--- src/rtl/hdp_seq_pkg.sv ---
// hdp_seq_pkg: shared encodings, HDP register map and script entry format for the HDP sequencer.
package hdp_seq_pkg;
  typedef enum logic [1:0] {OP_WRITE = 2'd0, OP_RDCHK = 2'd1, OP_DELAY = 2'd2, OP_END = 2'd3} op_e;
  typedef enum logic [1:0] {MODE_SETUP = 2'd0, MODE_ACTIVATE = 2'd1, MODE_SHUTDOWN = 2'd2, MODE_ILLEGAL = 2'd3} mode_e;
  typedef enum logic [2:0] {ERR_NONE = 3'd0, ERR_MODE = 3'd1, ERR_ID = 3'd2, ERR_TIMEOUT = 3'd3} err_e;
  typedef enum logic [3:0] {
    S_IDLE, S_FETCH, S_ISSUE, S_WAIT_SPI, S_CHECK, S_DELAY, S_RETRY_WAIT, S_DONE, S_ERROR
  } state_e;
  typedef struct packed {
    op_e        op;
    logic [6:0] addr;
    logic [7:0] data;
  } entry_t;
  localparam logic [6:0] REG_MODE    = 7'h01;
  localparam logic [6:0] REG_CFG_A   = 7'h06;
  localparam logic [6:0] REG_CFG_B   = 7'h07;
  localparam logic [6:0] REG_SERIAL  = 7'h08;
  localparam logic [6:0] REG_CLOCK   = 7'h09;
  localparam logic [6:0] REG_ID      = 7'h78;
  localparam logic [7:0] ID_EXPECTED = 8'h20;
  localparam logic [7:0] SER_CMD_A   = 8'h30;
  localparam logic [7:0] SER_CMD_B   = 8'h40;
  localparam logic [7:0] HDP_OFF     = 8'h00;
  localparam logic [7:0] HDP_STANDBY = 8'h01;
  localparam logic [7:0] HDP_ACTIVE  = 8'h02;
  // DELAY entries carry a selector in the data byte rather than a count.
  localparam logic [7:0] DLY_STANDBY  = 8'h00;
  localparam logic [7:0] DLY_SHUTDOWN = 8'h01;
  function automatic entry_t mk_entry(op_e op, logic [6:0] addr, logic [7:0] data);
    return '{op: op, addr: addr, data: data};
  endfunction
endpackage

--- src/rtl/hdp_sequencer_if.sv ---
// hdp_sequencer_if: begin/done handshake between the HDP sequencer (master) and the SPI master (slave).
interface hdp_sequencer_if;
  logic       o_spiTxBegin;
  logic [6:0] o_spiTxAddress;
  logic [7:0] o_spiTxData;
  logic       i_spiTxDone;
  logic       o_spiRxBegin;
  logic [6:0] o_spiRxAddress;
  logic [7:0] i_spiRxData;
  logic       i_spiRxDone;
  modport master (
    output o_spiTxBegin, o_spiTxAddress, o_spiTxData, o_spiRxBegin, o_spiRxAddress,
    input  i_spiTxDone, i_spiRxData, i_spiRxDone
  );
  modport slave (
    input  o_spiTxBegin, o_spiTxAddress, o_spiTxData, o_spiRxBegin, o_spiRxAddress,
    output i_spiTxDone, i_spiRxData, i_spiRxDone
  );
endinterface

--- src/rtl/hdp_seq_rom.sv ---
// hdp_seq_rom: combinational (mode, step) -> script entry lookup; anything out of range reads as END.
module hdp_seq_rom
  import hdp_seq_pkg::*;
#(
  parameter int CLOCK_MHZ = 50
) (
  input  mode_e      mode_i,
  input  logic [3:0] step_i,
  output entry_t     entry_o
);
  always_comb begin
    entry_o = mk_entry(OP_END, 7'h00, 8'h00);
    case (mode_i)
      MODE_SETUP:
        case (step_i)
          4'd0:    entry_o = mk_entry(OP_RDCHK, REG_ID, ID_EXPECTED);
          4'd1:    entry_o = mk_entry(OP_WRITE, REG_CFG_A, 8'h00);
          4'd2:    entry_o = mk_entry(OP_WRITE, REG_CFG_B, 8'h00);
          4'd3:    entry_o = mk_entry(OP_WRITE, REG_SERIAL, SER_CMD_A);
          4'd4:    entry_o = mk_entry(OP_WRITE, REG_SERIAL, SER_CMD_B);
          4'd5:    entry_o = mk_entry(OP_WRITE, REG_CLOCK, 8'(CLOCK_MHZ));
          4'd6:    entry_o = mk_entry(OP_WRITE, REG_MODE, HDP_STANDBY);
          4'd7:    entry_o = mk_entry(OP_DELAY, 7'h00, DLY_STANDBY);
          default: entry_o = mk_entry(OP_END, 7'h00, 8'h00);
        endcase
      MODE_ACTIVATE:
        entry_o = step_i == 4'd0 ? mk_entry(OP_WRITE, REG_MODE, HDP_ACTIVE) : mk_entry(OP_END, 7'h00, 8'h00);
      MODE_SHUTDOWN:
        entry_o = step_i == 4'd0 ? mk_entry(OP_WRITE, REG_MODE, HDP_OFF) :
                  step_i == 4'd1 ? mk_entry(OP_DELAY, 7'h00, DLY_SHUTDOWN) : mk_entry(OP_END, 7'h00, 8'h00);
      default: entry_o = mk_entry(OP_END, 7'h00, 8'h00);
    endcase
  end
endmodule

--- src/rtl/hdp_sequencer.sv ---
// hdp_sequencer: runs the SETUP/ACTIVATE/SHUTDOWN HDP register scripts over the SPI begin/done handshake,
// with read-verify retries, script delays and an SPI watchdog. HDP_SEQ_TRACE_EN adds a transaction trace port.
module hdp_sequencer
  import hdp_seq_pkg::*;
#(
  parameter int CLOCK_MHZ      = 50,
  parameter int STANDBY_DELAY  = 960001,
  parameter int SHUTDOWN_DELAY = 75001,
  parameter int MAX_RETRIES    = 3,
  parameter int RETRY_DELAY    = 50000000,
  parameter int SPI_TIMEOUT    = 65535,
  parameter int DELAY_W        = 32
) (
  input  logic       i_clock,
  input  logic       i_resetN,
  input  logic       i_start,
  input  logic [1:0] i_mode,
  output logic       o_busy,
  output logic       o_done,
  output logic       o_error,
  output logic [2:0] o_errCode,
  output logic [3:0] o_step,
  hdp_sequencer_if.master spi
`ifdef HDP_SEQ_TRACE_EN
  ,
  output logic        o_traceValid,
  output logic [15:0] o_traceData
`endif
);
  localparam logic [DELAY_W-1:0] LD_STANDBY  = DELAY_W'(STANDBY_DELAY - 1);
  localparam logic [DELAY_W-1:0] LD_SHUTDOWN = DELAY_W'(SHUTDOWN_DELAY - 1);
  localparam logic [DELAY_W-1:0] LD_RETRY    = DELAY_W'(RETRY_DELAY - 1);
  localparam logic [DELAY_W-1:0] LD_TIMEOUT  = DELAY_W'(SPI_TIMEOUT - 1);
  localparam logic [DELAY_W-1:0] CNT_ONE     = DELAY_W'(1);
  state_e             state_q;
  mode_e              mode_q;
  err_e               err_q;
  entry_t             entry_q;
  entry_t             rom_entry;
  logic [3:0]         step_q;
  logic [3:0]         rom_step;
  logic [7:0]         retry_q;
  logic [7:0]         rx_q;
  logic [DELAY_W-1:0] cnt_q;
  logic               busy_q, done_q, error_q;
  logic               tx_begin_q, rx_begin_q;
  logic [6:0]         tx_addr_q, rx_addr_q;
  logic [7:0]         tx_data_q;
  logic               is_rd, spi_done, at_end;
`ifdef HDP_SEQ_TRACE_EN
  logic               trace_valid_q;
  logic [15:0]        trace_data_q;
`endif
  // Peek at the next step while finishing one so a trailing END goes straight to DONE.
  assign rom_step = (state_q == S_WAIT_SPI || state_q == S_CHECK || state_q == S_DELAY) ? step_q + 4'd1 : step_q;
  hdp_seq_rom #(.CLOCK_MHZ(CLOCK_MHZ)) u_rom (
    .mode_i (mode_q),
    .step_i (rom_step),
    .entry_o(rom_entry)
  );
  assign is_rd    = entry_q.op == OP_RDCHK;
  assign spi_done = is_rd ? spi.i_spiRxDone : spi.i_spiTxDone;
  assign at_end   = rom_entry.op == OP_END;
  always_ff @(posedge i_clock or negedge i_resetN) begin
    if (!i_resetN) begin
      state_q    <= S_IDLE;
      mode_q     <= MODE_SETUP;
      err_q      <= ERR_NONE;
      entry_q    <= '0;
      step_q     <= '0;
      retry_q    <= '0;
      rx_q       <= '0;
      cnt_q      <= '0;
      busy_q     <= 1'b0;
      done_q     <= 1'b0;
      error_q    <= 1'b0;
      tx_begin_q <= 1'b0;
      rx_begin_q <= 1'b0;
      tx_addr_q  <= '0;
      tx_data_q  <= '0;
      rx_addr_q  <= '0;
`ifdef HDP_SEQ_TRACE_EN
      trace_valid_q <= 1'b0;
      trace_data_q  <= '0;
`endif
    end else begin
      tx_begin_q <= 1'b0;
      rx_begin_q <= 1'b0;
      done_q     <= 1'b0;
      error_q    <= 1'b0;
`ifdef HDP_SEQ_TRACE_EN
      trace_valid_q <= 1'b0;
`endif
      case (state_q)
        S_IDLE, S_DONE, S_ERROR: begin
          state_q <= S_IDLE;
          if (i_start) begin
            mode_q  <= mode_e'(i_mode);
            step_q  <= '0;
            retry_q <= '0;
            state_q <= i_mode == MODE_ILLEGAL ? S_ERROR : S_FETCH;
            busy_q  <= i_mode != MODE_ILLEGAL;
            error_q <= i_mode == MODE_ILLEGAL;
            err_q   <= i_mode == MODE_ILLEGAL ? ERR_MODE : ERR_NONE;
          end
        end
        S_FETCH: begin
          entry_q <= rom_entry;
          state_q <= S_ISSUE;
        end
        S_ISSUE: begin
          cnt_q <= entry_q.op == OP_DELAY ? (entry_q.data[0] ? LD_SHUTDOWN : LD_STANDBY) : LD_TIMEOUT;
          if (entry_q.op == OP_WRITE) begin
            tx_begin_q <= 1'b1;
            tx_addr_q  <= entry_q.addr;
            tx_data_q  <= entry_q.data;
          end
          if (is_rd) begin
            rx_begin_q <= 1'b1;
            rx_addr_q  <= entry_q.addr;
          end
          state_q <= entry_q.op == OP_DELAY ? S_DELAY : entry_q.op == OP_END ? S_DONE : S_WAIT_SPI;
          if (entry_q.op == OP_END) begin
            done_q <= 1'b1;
            busy_q <= 1'b0;
          end
        end
        S_WAIT_SPI: begin
          // Done is tested first so a completion on the final watchdog cycle still counts.
          if (spi_done) begin
`ifdef HDP_SEQ_TRACE_EN
            trace_valid_q <= 1'b1;
            trace_data_q  <= {2'b00, step_q, entry_q.op, is_rd ? spi.i_spiRxData : entry_q.data};
`endif
            if (is_rd) begin
              rx_q    <= spi.i_spiRxData;
              state_q <= S_CHECK;
            end else begin
              step_q  <= step_q + 4'd1;
              state_q <= at_end ? S_DONE : S_FETCH;
              done_q  <= at_end;
              busy_q  <= !at_end;
            end
          end else if (cnt_q == '0) begin
            state_q <= S_ERROR;
            error_q <= 1'b1;
            busy_q  <= 1'b0;
            err_q   <= ERR_TIMEOUT;
          end else begin
            cnt_q <= cnt_q - CNT_ONE;
          end
        end
        S_CHECK: begin
          if (rx_q == entry_q.data) begin
            step_q  <= step_q + 4'd1;
            state_q <= at_end ? S_DONE : S_FETCH;
            done_q  <= at_end;
            busy_q  <= !at_end;
          end else if (retry_q < 8'(MAX_RETRIES)) begin
            retry_q <= retry_q + 8'd1;
            cnt_q   <= LD_RETRY;
            state_q <= S_RETRY_WAIT;
          end else begin
            state_q <= S_ERROR;
            error_q <= 1'b1;
            busy_q  <= 1'b0;
            err_q   <= ERR_ID;
          end
        end
        S_RETRY_WAIT: begin
          state_q <= cnt_q == '0 ? S_FETCH : S_RETRY_WAIT;
          cnt_q   <= cnt_q - CNT_ONE;
        end
        S_DELAY: begin
          if (cnt_q <= CNT_ONE) begin
            step_q  <= step_q + 4'd1;
            state_q <= at_end ? S_DONE : S_FETCH;
            done_q  <= at_end;
            busy_q  <= !at_end;
          end else begin
            cnt_q <= cnt_q - CNT_ONE;
          end
        end
        default: state_q <= S_IDLE;
      endcase
    end
  end
  assign o_busy             = busy_q;
  assign o_done             = done_q;
  assign o_error            = error_q;
  assign o_errCode          = err_q;
  assign o_step             = step_q;
  assign spi.o_spiTxBegin   = tx_begin_q;
  assign spi.o_spiTxAddress = tx_addr_q;
  assign spi.o_spiTxData    = tx_data_q;
  assign spi.o_spiRxBegin   = rx_begin_q;
  assign spi.o_spiRxAddress = rx_addr_q;
`ifdef HDP_SEQ_TRACE_EN
  assign o_traceValid = trace_valid_q;
  assign o_traceData  = trace_data_q;
`endif
endmodule

--- src/flat_wrapper.sv ---
// flat-port wrapper written by rule: the top's interface ports become plain ports
module hdp_sequencer_flat import hdp_seq_pkg::*;
#(
  parameter int CLOCK_MHZ      = 50,
  parameter int STANDBY_DELAY  = 960001,
  parameter int SHUTDOWN_DELAY = 75001,
  parameter int MAX_RETRIES    = 3,
  parameter int RETRY_DELAY    = 50000000,
  parameter int SPI_TIMEOUT    = 65535,
  parameter int DELAY_W        = 32
)
  (i_clock, i_resetN, i_start, i_mode, o_busy, o_done, o_error, o_errCode, o_step, spi_o_spiTxBegin, spi_o_spiTxAddress, spi_o_spiTxData, spi_o_spiRxBegin, spi_o_spiRxAddress, spi_i_spiTxDone, spi_i_spiRxData, spi_i_spiRxDone);
  hdp_sequencer_if spi_i ();
  input  logic i_clock;
  input  logic i_resetN;
  input  logic i_start;
  input  logic [1:0] i_mode;
  output logic o_busy;
  output logic o_done;
  output logic o_error;
  output logic [2:0] o_errCode;
  output logic [3:0] o_step;
  output wire logic [$bits(spi_i.o_spiTxBegin)-1:0] spi_o_spiTxBegin;
  output wire logic [$bits(spi_i.o_spiTxAddress)-1:0] spi_o_spiTxAddress;
  output wire logic [$bits(spi_i.o_spiTxData)-1:0] spi_o_spiTxData;
  output wire logic [$bits(spi_i.o_spiRxBegin)-1:0] spi_o_spiRxBegin;
  output wire logic [$bits(spi_i.o_spiRxAddress)-1:0] spi_o_spiRxAddress;
  input wire logic [$bits(spi_i.i_spiTxDone)-1:0] spi_i_spiTxDone;
  input wire logic [$bits(spi_i.i_spiRxData)-1:0] spi_i_spiRxData;
  input wire logic [$bits(spi_i.i_spiRxDone)-1:0] spi_i_spiRxDone;
  assign spi_o_spiTxBegin = spi_i.o_spiTxBegin;
  assign spi_o_spiTxAddress = spi_i.o_spiTxAddress;
  assign spi_o_spiTxData = spi_i.o_spiTxData;
  assign spi_o_spiRxBegin = spi_i.o_spiRxBegin;
  assign spi_o_spiRxAddress = spi_i.o_spiRxAddress;
  assign spi_i.i_spiTxDone = spi_i_spiTxDone;
  assign spi_i.i_spiRxData = spi_i_spiRxData;
  assign spi_i.i_spiRxDone = spi_i_spiRxDone;
  hdp_sequencer #(.CLOCK_MHZ(CLOCK_MHZ), .STANDBY_DELAY(STANDBY_DELAY), .SHUTDOWN_DELAY(SHUTDOWN_DELAY), .MAX_RETRIES(MAX_RETRIES), .RETRY_DELAY(RETRY_DELAY), .SPI_TIMEOUT(SPI_TIMEOUT), .DELAY_W(DELAY_W)) u_core (.i_clock(i_clock), .i_resetN(i_resetN), .i_start(i_start), .i_mode(i_mode), .o_busy(o_busy), .o_done(o_done), .o_error(o_error), .o_errCode(o_errCode), .o_step(o_step), .spi(spi_i));
endmodule
--- config.mk ---
export PLATFORM = sky130hd
export DESIGN_NAME = hdp_sequencer_flat
export DESIGN_NICKNAME = d
export VERILOG_FILES = /design/src/rtl/hdp_seq_pkg.sv /design/src/rtl/hdp_sequencer_if.sv /design/src/rtl/hdp_seq_rom.sv /design/src/rtl/hdp_sequencer.sv /design/src/flat_wrapper.sv
export SDC_FILE = /design/constraint.sdc
export NUM_CORES = 1
export LEC_CHECK = 0
export ABC_CLOCK_PERIOD_IN_PS = 2830
export CORE_MARGIN = 2
export CORE_UTILIZATION = 53
export CTS_CLUSTER_SIZE = 8
export DETAILED_ROUTE_END_ITERATION = 7
export GPL_TIMING_DRIVEN = 0
export PLACE_DENSITY = 0.79
export SYNTH_ARGS = -nofsm -noshare
export SYNTH_HDL_FRONTEND = slang
export SYNTH_HIERARCHICAL = 1
export SYNTH_SLANG_ARGS = --single-unit
--- constraint.sdc ---
create_clock -name i_clock -period 2.83 [get_ports i_clock]
set_clock_uncertainty 0.1 [all_clocks]
set_input_delay 0.566 -clock i_clock [delete_from_list [all_inputs] [get_ports i_clock]]
set_output_delay 0.566 -clock i_clock [all_outputs]
set_load 0.03 [all_outputs]
==> flow_summary.yaml <==
place:
  hpwl_mm: 10.4
  placed_area_um2: 6480
  portBuffers: 47
  place_ws_ps: -416
  gp_congestion: 0.932
timing:
  min_period_over_period: 1.01
  maxSlewHeadroom: 0.284
  final.setup.worst_slack_ps: -30.2
  worst_pin_slew_ps: 1060
  fmax_ghz: 0.350
  period_needed_ps: 2860
  final.setup.tns_ps: -71.1
  rsz0062_at_grt: "true"
  maxSlewViolCount: 0
  setup_violations: 3
  hold_viol: 0
setup_path:
  path_buf_inv: 4
  path_delay_family: "compound AO/OA/AOI/OAI gates"
  ff2ff_setup_slack_ps: -30
  cp_slowest_stage_delay_ps: 430
  path_cells: "buf_8 -> nand2b_4 -> a21o_4 -> inv_4 -> ha_4 -> inv_4 -> inv_4 -> ha_4 -> nor3b_4 -> a21oi_2 -> a221o_1 -> nand2_2 -> a31o_2 -> and3_4 -> a31oi_1"
  path_max_fanout: 5
  endpoint_kind: "flip-flop"
  cp_slowest_cell: "dfrtp_1"
  cpMostUsedCell: "inv_4"
  worstSetupPathType: "flip-flop to flip-flop"
  cp_data_required_time_ps: 2990
  cp.arrival_ps: 3020
  cp-start-kind: "flip-flop"
global_routing:
  grt_overflow: 0
  grt_max_degree: 54
  grt_pass1_wl_mm: 24.9
  antenna_found_initial: 0
  grt_pass1_vias: 4972
  gr-usage-all-layers: 0.270
floorplan:
  rows: 38
  dieWidth_um: 109
  die_h_um: 109
  fp.coreArea_um2: 10700
  dieArea_um2: 11800
  start_util: 0.539
  ios: 49
synthesis:
  syn_inst: 618
  synth_simple_gate_area_frac: 0.214
  synth_xor_xnor_area_share: 0.0196
  yosys_warnings: 6
  synth-compound-area-share: 0.169
  synth_mux_area_frac: 0.0775
  synthAdderAreaFrac: 0.0194
  ys_seq_area_frac: 0.449
  synth_seq_cells: 104
  post_synth_num_cell_types: 68
  synth_flop_cell: "dfrtp_1"
  yosys.area.top_type: "dfrtp_1"
  async_flop_share: 1.00
  synth_edf_count: 0
  avgSynthCellArea_um2: 9.38
  synth_top_area_share: 0.449
  synth_top_family_by_area: "simple AND/OR/NAND/NOR gates"
  synth.most_common_cell: "dfrtp_1"
  netlist_top_cells_count: "dfrtp_1 (104), nand2_1 (77), nor2_1 (51)"
  synth_area_leaders: "dfrtp_1 (45%), mux2_2 (7.6%), nand2_1 (5.0%)"
  synth_area_um2: 5800
detailed_routing:
  vias: 5251
  drt_wl_total_mm: 15.8
  first_pass_iters: 6
  wire_per_inst_um: 18.7
  drc: 0
  vias_per_cell: 6.19
  ant_nets: 0
  drt_iter0_markers: 608
clocking:
  worstSkewPairLatency_ps: 380
  cts_tree: "done"
  clk_pin_slew_ps: 100
  htreeDepth: 3
  numClockSinks: 104
  cts_buffers: 9
  clockBufferDepth: 2
  cts-root-buf: "clkbuf_8"
pwr:
  ir_drop_mv: 0.230
  leakage_nw: 3.15
  p_per_area_nw_per_um2: 344
cells_and_area:
  fin_util: 0.657
  insertedDiodeCount: 0
  syn2layout_area_growth_pct: 21.8
  final_cell_area_um2: 7060
  final_layout_size_suffix_gt1_frac: 0.208
  finalNetCount: 727
outcome:
  violations: "setup timing"
  status: "complete, but fails checks"
min_path:
  hold_path_class: "primary input to async pin"
run:
  maxCapViolCount: 0
repair_timing:
item / 4_1_cts / 5_1_grt
gates resized for setup: 21 / 24
hold buffers: 0 / 0
setup endpoints to repair: 46 / 41
pin swaps: 5 / 9
buffers inserted: 11 / 14
final timing paths:
| check | startpoint | end | cells past startpoint |
|---|---|---|---|
| min in group i_clock | u_core/spi.o_spiTxAddress[0] | u_core/spi.o_spiTxAddress[0] | 2 |
| max reg2reg | u_core/state_q[1] | u_core/state_q[1] | 15 |
| max | u_core/state_q[1] | u_core/state_q[1] | 15 |
| max in group asynchronous | i_resetN | u_core/cnt_q[13] | 2 |
| min reg2reg | u_core/spi.o_spiTxAddress[0] | u_core/spi.o_spiTxAddress[0] | 2 |
| min | i_resetN | u_core/spi.o_spiTxAddress[1] | 1 |
state kept, by name (all words and copies together), names as in the netlist, 2 cells and up:
register	flops
u_core/o_step	4
u_core/spi.o_spiTxAddress	7
u_core/o_errCode	2
u_core/spi.o_spiTxData	8
u_core/state_q	4
u_core/spi.o_spiRxAddress	7
u_core/mode_q	2
u_core/retry_q	8
u_core/rx_q	8
u_core/entry_q	17
u_core/cnt_q	32
cells by family (layout without fill, tap and decap cells):
| logic type | after synthesis | count (layout) |
|---|---|---|
| flops | 104 | 104 |
| simple gates | 242 | 242 |
| other cells | 2 | 4 |
| buf+inv | 60 | 148 |
| compound gates | 148 | 148 |
| fa+ha+maj | 9 | 9 |
| xor+xnor | 13 | 13 |
| mux | 40 | 40 |
report_power, final:
group | internal [mW] | switching [mW]
Clock | 0.351 | 0.525
Combinational | 0.0270 | 0.0408
Sequential | 1.49 | 0.000591
per-stage QoR:
step	cells	power [mW]	hold WS [ps]
floorplan	620	1.53	170
global placement	807	1.58	359
detailed placement	808	1.59	363
CTS	835	2.45	134
global route	848	2.53	165
finish	848	2.43	113
area by class of cell:
class	count	area [um^2]
Fill cell	849	3680
Sequential cell	104	2600
Clock inverter	5	38.8
Tap cell	140	175
Inverter	22	90.1
Buffer	37	226
Clock buffer	11	141
Timing Repair Buffer	73	696
Multi-Input combinational cell	456	3090
cell usage in the layout (no fill, tap or decap), drive strengths merged, types with 3 or more instances in the layout:
cell / count
dfrtp: 104
o211ai: 4
clkinv: 4
a21o: 6
nor4: 8
a211oi: 3
nor3b: 3
and2: 10
inv: 22
or3: 3
nand2: 77
a21oi: 36
nand4: 6
nor2: 52
buf: 52
nor3: 33
or4: 3
clkdlybuf4s50: 46
ha: 9
clkbuf: 23
conb: 4
o32a: 4
o21ai: 30
xnor2: 11
nand2b: 8
or2: 4
nand3: 14
nor4bb: 3
o31ai: 26
mux2: 39
a31oi: 16
o31a: 3
nand3b: 3
o22a: 6
layer usage:
metal,vias up,global-route usage,share of wire
met1,2573,0.378,0.44
met5,-,0,0
met3,33,0.0464,0.071
li1,2389,-,-
met4,0,0.0962,0.018
met2,256,0.422,0.47
No activity file was read; power rests on OpenSTA's default activity.
